### config.mk
export PLATFORM = sky130hd
export DESIGN_NAME = gmii_tx_framer
export DESIGN_NICKNAME = d
export VERILOG_FILES = /design/src/rtl/eth_pkg.sv /design/src/rtl/eth_crc32_byte.sv /design/src/rtl/gmii_tx_framer.sv
export SDC_FILE = /design/constraint.sdc
export NUM_CORES = 1
export LEC_CHECK = 0
export CELL_PAD_IN_SITES_DETAIL_PLACEMENT = 0
export CELL_PAD_IN_SITES_GLOBAL_PLACEMENT = 1
export CORE_UTILIZATION = 48
export CTS_CLUSTER_DIAMETER = 150
export DETAILED_ROUTE_END_ITERATION = 6
export PLACE_DENSITY = 0.77
export SLEW_MARGIN = 20
export SYNTH_ARGS = -nofsm -noshare
export SYNTH_HDL_FRONTEND = slang
export SYNTH_HIERARCHICAL = 1
export SYNTH_SLANG_ARGS = --single-unit
### constraint.sdc
create_clock -name clk -period 2.8 [get_ports clk]
set_input_delay 0.28 -clock clk [delete_from_list [all_inputs] [get_ports clk]]
set_output_delay 0.28 -clock clk [all_outputs]
set_load 0.02 [all_outputs]
### src/rtl/eth_pkg.sv
// Shared Ethernet definitions: transmit state encoding, framing constants and
// the reflected CRC-32 byte step used by the transmit framer and receive checker.
package eth_pkg;

  typedef enum logic [2:0] {
    ST_IDLE     = 3'd0,
    ST_PREAMBLE = 3'd1,
    ST_PAYLOAD  = 3'd2,
    ST_PAD      = 3'd3,
    ST_FCS      = 3'd4,
    ST_DRAIN    = 3'd5,
    ST_IFG      = 3'd6
  } tx_state_e;

  localparam logic [7:0]  ETH_PREAMBLE = 8'h55;
  localparam logic [7:0]  ETH_SFD      = 8'hD5;
  localparam logic [31:0] ETH_CRC_POLY = 32'hEDB88320;
  localparam logic [31:0] ETH_CRC_INIT = 32'hFFFFFFFF;

  function automatic logic [31:0] eth_crc32_step(input logic [31:0] crc, input logic [7:0] data);
    logic [31:0] c;
    c = crc ^ {24'h000000, data};
    for (int i = 0; i < 8; i++) begin
      if (c[0]) begin
        c = (c >> 1) ^ ETH_CRC_POLY;
      end else begin
        c = c >> 1;
      end
    end
    return c;
  endfunction

  // FCS goes out complemented, least-significant byte first.
  function automatic logic [7:0] eth_fcs_byte(input logic [31:0] crc, input logic [1:0] idx);
    logic [31:0] inv;
    inv = ~crc;
    case (idx)
      2'd0:    return inv[7:0];
      2'd1:    return inv[15:8];
      2'd2:    return inv[23:16];
      default: return inv[31:24];
    endcase
  endfunction

endpackage

### src/rtl/eth_crc32_byte.sv
// Combinational next-CRC for one byte of Ethernet CRC-32 (reflected form).
module eth_crc32_byte
  import eth_pkg::*;
(
  input  logic [31:0] crc_in,
  input  logic [7:0]  data,
  output logic [31:0] crc_out
);

  assign crc_out = eth_crc32_step(crc_in, data);

endmodule

### src/rtl/gmii_tx_framer.sv
// AXI-stream to GMII transmit framer: preamble/SFD, payload, optional padding,
// CRC-32 FCS and inter-frame gap. Define GMII_TX_FRAMER_PAD_EN to compile in padding.
module gmii_tx_framer
  import eth_pkg::*;
#(
  parameter int IFG_CYCLES    = 12,
  parameter int MIN_FRAME_LEN = 60
) (
  input  logic       clk,
  input  logic       rst,
  input  logic [7:0] s_axis_tdata,
  input  logic       s_axis_tvalid,
  output logic       s_axis_tready,
  input  logic       s_axis_tlast,
  input  logic       s_axis_tuser,
  output logic [7:0] gmii_txd,
  output logic       gmii_tx_en,
  output logic       gmii_tx_er,
  output logic       start_packet,
  output logic       error_underflow
);

  localparam logic [7:0] IFG_LAST = 8'(IFG_CYCLES);

  tx_state_e   state_r, state_s;
  logic [7:0]  cnt_r, cnt_s;
  logic [31:0] crc_r, crc_s, crc_next_s;
  logic [7:0]  crc_data_s;
  logic        bad_r, bad_s;
  logic [7:0]  txd_s;
  logic        tx_en_s, tx_er_s, tready_s, start_s, ufl_s;

`ifdef GMII_TX_FRAMER_PAD_EN
  localparam logic [15:0] MIN_LEN = 16'(MIN_FRAME_LEN);
  logic [15:0] len_r, len_s, len_inc_s;

  assign len_inc_s = (len_r == 16'hFFFF) ? len_r : (len_r + 16'd1);
`endif

  // Pad cycles fold zero bytes; only PAYLOAD folds the stream byte.
  assign crc_data_s = (state_r == ST_PAYLOAD) ? s_axis_tdata : 8'h00;

  eth_crc32_byte u_crc (
    .crc_in  (crc_r),
    .data    (crc_data_s),
    .crc_out (crc_next_s)
  );

  // Next-state and next-output decode; outputs are registered one cycle later.
  always_comb begin
    state_s  = state_r;
    cnt_s    = cnt_r;
    crc_s    = crc_r;
    bad_s    = bad_r;
    txd_s    = 8'h00;
    tx_en_s  = 1'b0;
    tx_er_s  = 1'b0;
    start_s  = 1'b0;
    ufl_s    = 1'b0;
`ifdef GMII_TX_FRAMER_PAD_EN
    len_s    = len_r;
`endif
    case (state_r)
      ST_IDLE: begin
        cnt_s = 8'd0;
        crc_s = ETH_CRC_INIT;
        bad_s = 1'b0;
`ifdef GMII_TX_FRAMER_PAD_EN
        len_s = 16'd0;
`endif
        if (s_axis_tvalid) begin
          state_s = ST_PREAMBLE;
          txd_s   = ETH_PREAMBLE;
          tx_en_s = 1'b1;
          start_s = 1'b1;
        end else begin
          state_s = ST_IDLE;
        end
      end
      ST_PREAMBLE: begin
        tx_en_s = 1'b1;
        if (cnt_r == 8'd6) begin
          txd_s   = ETH_SFD;
          cnt_s   = 8'd0;
          state_s = ST_PAYLOAD;
        end else begin
          txd_s   = ETH_PREAMBLE;
          cnt_s   = cnt_r + 8'd1;
        end
      end
      ST_PAYLOAD: begin
        tx_en_s = 1'b1;
        if (s_axis_tvalid) begin
          txd_s = s_axis_tdata;
          crc_s = crc_next_s;
`ifdef GMII_TX_FRAMER_PAD_EN
          len_s = len_inc_s;
`endif
          if (s_axis_tlast) begin
            bad_s = s_axis_tuser;
`ifdef GMII_TX_FRAMER_PAD_EN
            if (len_inc_s < MIN_LEN) begin
              state_s = ST_PAD;
            end else begin
              state_s = ST_FCS;
            end
`else
            state_s = ST_FCS;
`endif
          end else begin
            state_s = ST_PAYLOAD;
          end
        end else begin
          tx_er_s = 1'b1;
          ufl_s   = 1'b1;
          state_s = ST_DRAIN;
        end
      end
`ifdef GMII_TX_FRAMER_PAD_EN
      ST_PAD: begin
        tx_en_s = 1'b1;
        crc_s   = crc_next_s;
        len_s   = len_inc_s;
        if (len_inc_s >= MIN_LEN) begin
          state_s = ST_FCS;
        end else begin
          state_s = ST_PAD;
        end
      end
`endif
      ST_FCS: begin
        tx_en_s = 1'b1;
        tx_er_s = bad_r;
        txd_s   = eth_fcs_byte(crc_r, cnt_r[1:0]);
        if (cnt_r[1:0] == 2'd3) begin
          cnt_s   = 8'd0;
          state_s = ST_IFG;
        end else begin
          cnt_s   = cnt_r + 8'd1;
        end
      end
      ST_DRAIN: begin
        if (s_axis_tvalid && s_axis_tlast) begin
          cnt_s   = 8'd0;
          state_s = ST_IFG;
        end else begin
          state_s = ST_DRAIN;
        end
      end
      // The first IFG cycle overlaps the last FCS byte still held in the output register.
      ST_IFG: begin
        if (cnt_r == IFG_LAST) begin
          cnt_s   = 8'd0;
          state_s = ST_IDLE;
        end else begin
          cnt_s   = cnt_r + 8'd1;
        end
      end
      default: begin
        state_s = ST_IDLE;
      end
    endcase
    tready_s = (state_s == ST_PAYLOAD) || (state_s == ST_DRAIN);
  end

  // State, CRC and registered GMII/stream outputs.
  always_ff @(posedge clk or posedge rst) begin
    if (rst) begin
      state_r         <= ST_IDLE;
      cnt_r           <= 8'd0;
      crc_r           <= ETH_CRC_INIT;
      bad_r           <= 1'b0;
      gmii_txd        <= 8'h00;
      gmii_tx_en      <= 1'b0;
      gmii_tx_er      <= 1'b0;
      s_axis_tready   <= 1'b0;
      start_packet    <= 1'b0;
      error_underflow <= 1'b0;
    end else begin
      state_r         <= state_s;
      cnt_r           <= cnt_s;
      crc_r           <= crc_s;
      bad_r           <= bad_s;
      gmii_txd        <= txd_s;
      gmii_tx_en      <= tx_en_s;
      gmii_tx_er      <= tx_er_s;
      s_axis_tready   <= tready_s;
      start_packet    <= start_s;
      error_underflow <= ufl_s;
    end
  end

`ifdef GMII_TX_FRAMER_PAD_EN
  // Saturating frame byte counter for minimum-length padding.
  always_ff @(posedge clk or posedge rst) begin
    if (rst) begin
      len_r <= 16'd0;
    end else begin
      len_r <= len_s;
    end
  end
`endif

endmodule
* Word level (Yosys, flattened, before mapping) *
Index checks and enable logic that the tools add are counted.

cells by class
  $add $sub $neg = 1
  eq/ne operators = 15
  muxes and demuxes = 38
  bitwise gates (word level) = 10
  reductions and logical operators = 10

operators with widths
  cell                   count
  $mux W32               9
  $not A13 Y14           8
  $pmux W32 S2           1
  $mux W8                7
  $pmux W8 S5            1
  $not A32 Y32           1
  $pmux W8 S4            1
  $xor A32 B8 Y32        1
  $pmux W8 S3            1
  $pmux W3 S6            1
  $mux W3                5
  $eq A3 B3 Y1 const B   4
  $add A8 B1 Y8 const B  1
  $eq A8 B3 Y1 const B   1
  $eq A8 B4 Y1 const B   1
  $mux W1                7
  $mux W7                1
  $eq A3 B2 Y1 const B   2
  $ne A2 B2 Y1 const B   3
  $pmux W1 S2            3
  $reduce_bool A5 Y1     1
  $eq A2 B2 Y1 const B   2
  $reduce_and A2 Y1      2
  $eq A3 B1 Y1 const B   1
  other kinds (9)        9

storage, ports and cells
  bits in registers = 57
  logic and storage cells = 84

* Longest topological paths before layout *
  word-level depth = 21
  mapped depth = 9
  depth with buffers taken out = 8

* Modules after synthesis *
Netlist, hierarchy kept.

modules (own cells, without submodules)
  module          instances  cells each  area each (µm²)  sequential area each (µm²)
  gmii_tx_framer  1          257         2780.2           1466.4
  eth_crc32_byte  1          64          954.7            0.0

* Least setup slack after synthesis *
OpenSTA, ideal clock, no wires.

  path kind = register to register
  from = reg state_r[2]
  to = reg crc_r[17]
  library setup time = 80 ps
  data arrival time = 2373 ps
  required time = 2720 ps
  slack = 348 ps
  cell stages (with the launch flop) = 9
  period minus slack after synthesis = 2452 ps
  cells stage by stage = dfrtp_1 -> buf_4 -> nor2_4 -> nand2_1 -> nor2_1 -> xnor2_4 -> xnor3_2 -> xor3_1 -> o22a_1

on the way
  elaborated cells between the ends (all ways) = 21

RTL lines
  what                           line                   source
  start, declared                gmii_tx_framer.sv:25   tx_state_e state_r, state_s;
  start signal, assigned         gmii_tx_framer.sv:180  state_r <= state_s;
  $eq A3 B2 Y1 *                 gmii_tx_framer.sv:41   assign crc_data_s = (state_r == ST_PAYLOAD) ? s_axis_tdata : 8'h00;
  $mux W8 *                      gmii_tx_framer.sv:41
  net crc_data_s[3]              gmii_tx_framer.sv:28   logic [7:0] crc_data_s;
  $xor A32 B8 Y32 *              eth_pkg.sv:22          c = crc ^ {24'h000000, data};
  $mux W32 * (4 in a row)        eth_pkg.sv:24          if (c[0]) begin
  $not A13 Y14 (no source line)  n/a
  $mux W32 *                     eth_pkg.sv:24
  $not A13 Y14 (no source line)  n/a
  $mux W32 * (3 in a row)        eth_pkg.sv:24
  net crc_next_s[17]             gmii_tx_framer.sv:27   logic [31:0] crc_r, crc_s, crc_next_s;
  $mux W32 *                     gmii_tx_framer.sv:93   if (s_axis_tvalid) begin
  $pmux W32 S2 *                 gmii_tx_framer.sv:63   case (state_r)
  end signal, assigned           gmii_tx_framer.sv:182  crc_r <= crc_s;
  end, declared                  gmii_tx_framer.sv:27

The timed path passes the listed nets; every way through them passes the cells marked *. The select of a mux whose other input is x is not followed.
A chain may end at the register's enable or synchronous reset.

* Worst setup path after layout *
  from = reg state_r[2]
  to = reg crc_r[25]

on the way
  elaborated cells between the ends (all ways) = 22

RTL lines
  what                           line
  $eq A3 B2 Y1 *                 gmii_tx_framer.sv:41
  $mux W8 *                      gmii_tx_framer.sv:41
  net crc_data_s[6]              gmii_tx_framer.sv:28
  $xor A32 B8 Y32 *              eth_pkg.sv:22
  $not A13 Y14 (no source line)  n/a
  $mux W32 * (8 in a row)        eth_pkg.sv:24
  net crc_next_s[25]             gmii_tx_framer.sv:27
  $mux W32 *                     gmii_tx_framer.sv:93
  $pmux W32 S2 *                 gmii_tx_framer.sv:63

Marked as above.

==> results.tsv <==
metric	value	unit
cts_setup_buffers	0	
cts_tree	built	
endpoint_kind	flip-flop	
port_buffers	25	
r2r_end	crc_r[25]$_DFFE_PP1P_	
period_minus_slack	2.432	ns
p_comb_share	63.4	%
clockBufferDepth	2	
area_growth_syn_to_layout	18.22	%
synthDistinctLibCells	55	
clkLatencyLatePin	0.34	ns
critical_path_class	flip-flop to flip-flop	
required	3.07	ns
p_total	6.902	mW
synth_edf_count	0	
rows	31	
core_area	0.007370	mm^2
fin_crit_sh	86.87	%
layout-drive-gt1-share	24.52	%
placed_area	0.004153	mm^2
nNetsFinal	376	
grt_use_total	23.57	%
antenna_left	0	
final_util	59.92	%
irDropWorstVdd	763.5	uV
dieArea	0.008138	mm^2
slew_headroom	46.67	%
antenna_found_initial	0	
via_count	2654	
wl_per_cell	18.81	um
rr_startpoint	state_r[2]$_DFF_PP0_	
syn_nets	339	
clkSlewWorstSetupHoldPaths	0.07	ns
routed_via_density	5.745	
p_sw_share	38.06	%
grt_pass1_wl	14660	um
ys_warn_count	6	
max_cap_violations	0	
synth_area_leaders	dfstp_2, dfrtp_1, o22a_1, xnor3_1, xnor2_1	
drc_errors	0	
dr.pass1.iters	4	
power.leakage	1.866	nW
async_flop_share	100.0	%
synth_top_area_share	22.51	%
syn-cell-area	0.003735	mm^2
grt_start_max_net_pins	37	
cts_resized	0	
die_w	90.21	um
worst_pin_slew	0.7999	ns
routed_wl	8688	um
regToRegSetupSlack	0.37	ns
htree_levels	3	
clock_sinks	57	
diodes	0	
hold_viol_final	0	
synth_ff_type	dfstp_2	
drt_iter0_markers	189	
grt_pass1_vias	2802	
hpwl	6093	um
hold_path_class	primary input to asynchronous set/reset pin	
setup_viol	0	
intPower	4.275	mW
worstPathArrival	2.70	ns
power_frac_seq	21.9	%
netlist_instances	321	
drv_slew	0	
r2r_cells	7	
syn_area_per_cell	11.63	um^2
critPathLaunchType	flip-flop	
synth_top_area_cell	dfstp_2	
tritoncts.num_buffers	9	
io_pins	26	
grt_overflow	0	
power.net_switching	2.627	mW
grt_setup_unrepaired	false	
final.setup.tns	0	ns
routabilityCongestion	0.8064	
clock_power_share	14.6	%
start_util	50.68	%
synthTopCellsByCount	dfstp_2, o22a_1, xnor2_1, dfrtp_1, nand2_1	
max_freq	411.1	MHz
dieHeight	90.21	um
p_per_area	1563	mW/mm^2
stdcell_count	462	
root_buffer	clkbuf_8	
cp_max_fo	9	
ys_seq_area_share	39.26	%
status	completed	
ys_seq_elements	57	
dp_cells	446	
final_cell_area	0.004415	mm^2
clock_skew	0.007678	ns
hold_buffers	0	
## final cells by class
cell class              count  area (um^2)
multi-input cells         234         2140
flip-flops and latches     57         1466
fillers                   621         2954
inverters                  16        60.06
clock inverters             4        97.59
repair buffers             40        362.8
well taps                  99        123.9
clock buffers              12        165.2
## critical path, cell delays in order, from the launching register on
cell and delay, ns:
dfrtp_1 0.41, nor2_4 0.11, buf_4 0.17, and3_1 0.32
xor2_2 0.32, xnor3_1 0.59, xnor3_1 0.22, o22a_1 0.21
## cells in the final DEF (no fill, tap or decap), types with 4 or more instances in the layout
cell | synthesis | layout
xor2_1 | 7 | 7
inv_1 | 15 | 14
buf_4 | 1 | 15
clkbuf_8 | 0 | 12
nand2_1 | 23 | 23
o221ai_1 | 11 | 11
and3_1 | 5 | 5
a21oi_1 | 7 | 7
nor2_1 | 12 | 12
xnor2_2 | 8 | 8
nand2b_1 | 10 | 10
xor3_1 | 6 | 6
xnor2_4 | 4 | 4
ha_1 | 5 | 5
o22a_1 | 32 | 32
dfrtp_1 | 25 | 25
xnor3_1 | 11 | 11
o21ai_0 | 17 | 17
o22ai_1 | 7 | 7
dfstp_2 | 32 | 32
clkdlybuf4s50_1 | 0 | 25
xnor2_1 | 26 | 26
## sequential cells by signal (all words and copies together), names as in the netlist
| register | flops |
|---|---|
| gmii_tx_er | 1 |
| error_underflow | 1 |
| gmii_tx_en | 1 |
| gmii_txd | 8 |
| state_r | 3 |
| bad_r | 1 |
| crc_r | 32 |
| start_packet | 1 |
| s_axis_tready | 1 |
| cnt_r | 8 |
## logic make-up after synthesis
| family | after synthesis | synth area share (%) |
|---|---|---|
| multiplexers | 3 | 0.8041 |
| flip-flops | 57 | 39.26 |
| AO/OA/AOI/OAI | 91 | 18.93 |
| XOR/XNOR | 64 | 25.70 |
| AND/OR/NAND/NOR | 70 | 9.916 |
| buffers and inverters | 30 | 3.450 |
| adder cells (fa/ha/maj) | 6 | 1.943 |
## power by group through the flow
stage               Sequential, mW  Combinational [mW]  Clock [mW]
floorplan                     1.55                3.34           0
global placement              1.52                4.30           0
detailed placement            1.53                4.36           0
CTS                           1.52                4.39        1.04
global route                  1.56                4.72        1.07
finish                        1.51                4.38        1.01
## stage by stage
stage          setup slack, ns  hold slack [ns]
6_report                0.3677           0.3050
5_1_grt                 0.2707           0.3338
4_1_cts                 0.3675           0.3102
3_5_place_dp            0.3501           0.4739
3_3_place_gp            0.3608           0.4630
2_1_floorplan           0.3478           0.4426
## per-layer routing
layer  part of all wire (%)  wire, um  GRT usage (%)  vias up
met5                      0         0              0        -
met4                    1.7       152          8.199        0
met3                    3.9       337          5.245       16
met2                     48      4147          37.21       64
met1                     47      4050          32.04     1336
li1                       -         -              -     1238
## how the worst max path moves through the flow
stage / startpoint / to / slack, ns
5_1_grt: state_r[2]$_DFF_PP0_ / crc_r[24]$_DFFE_PP1P_ / 0.27
2_1_floorplan: state_r[2]$_DFF_PP0_ / crc_r[17]$_DFFE_PP1P_ / 0.35
4_1_cts: state_r[2]$_DFF_PP0_ / crc_r[25]$_DFFE_PP1P_ / 0.37
6_report: state_r[2]$_DFF_PP0_ / crc_r[25]$_DFFE_PP1P_ / 0.37
3_5_place_dp: s_axis_tdata[5] / crc_r[17]$_DFFE_PP1P_ / 0.35
3_3_place_gp: s_axis_tdata[6] / crc_r[25]$_DFFE_PP1P_ / 0.36
Note: power is estimated with default switching activity, not from simulation.
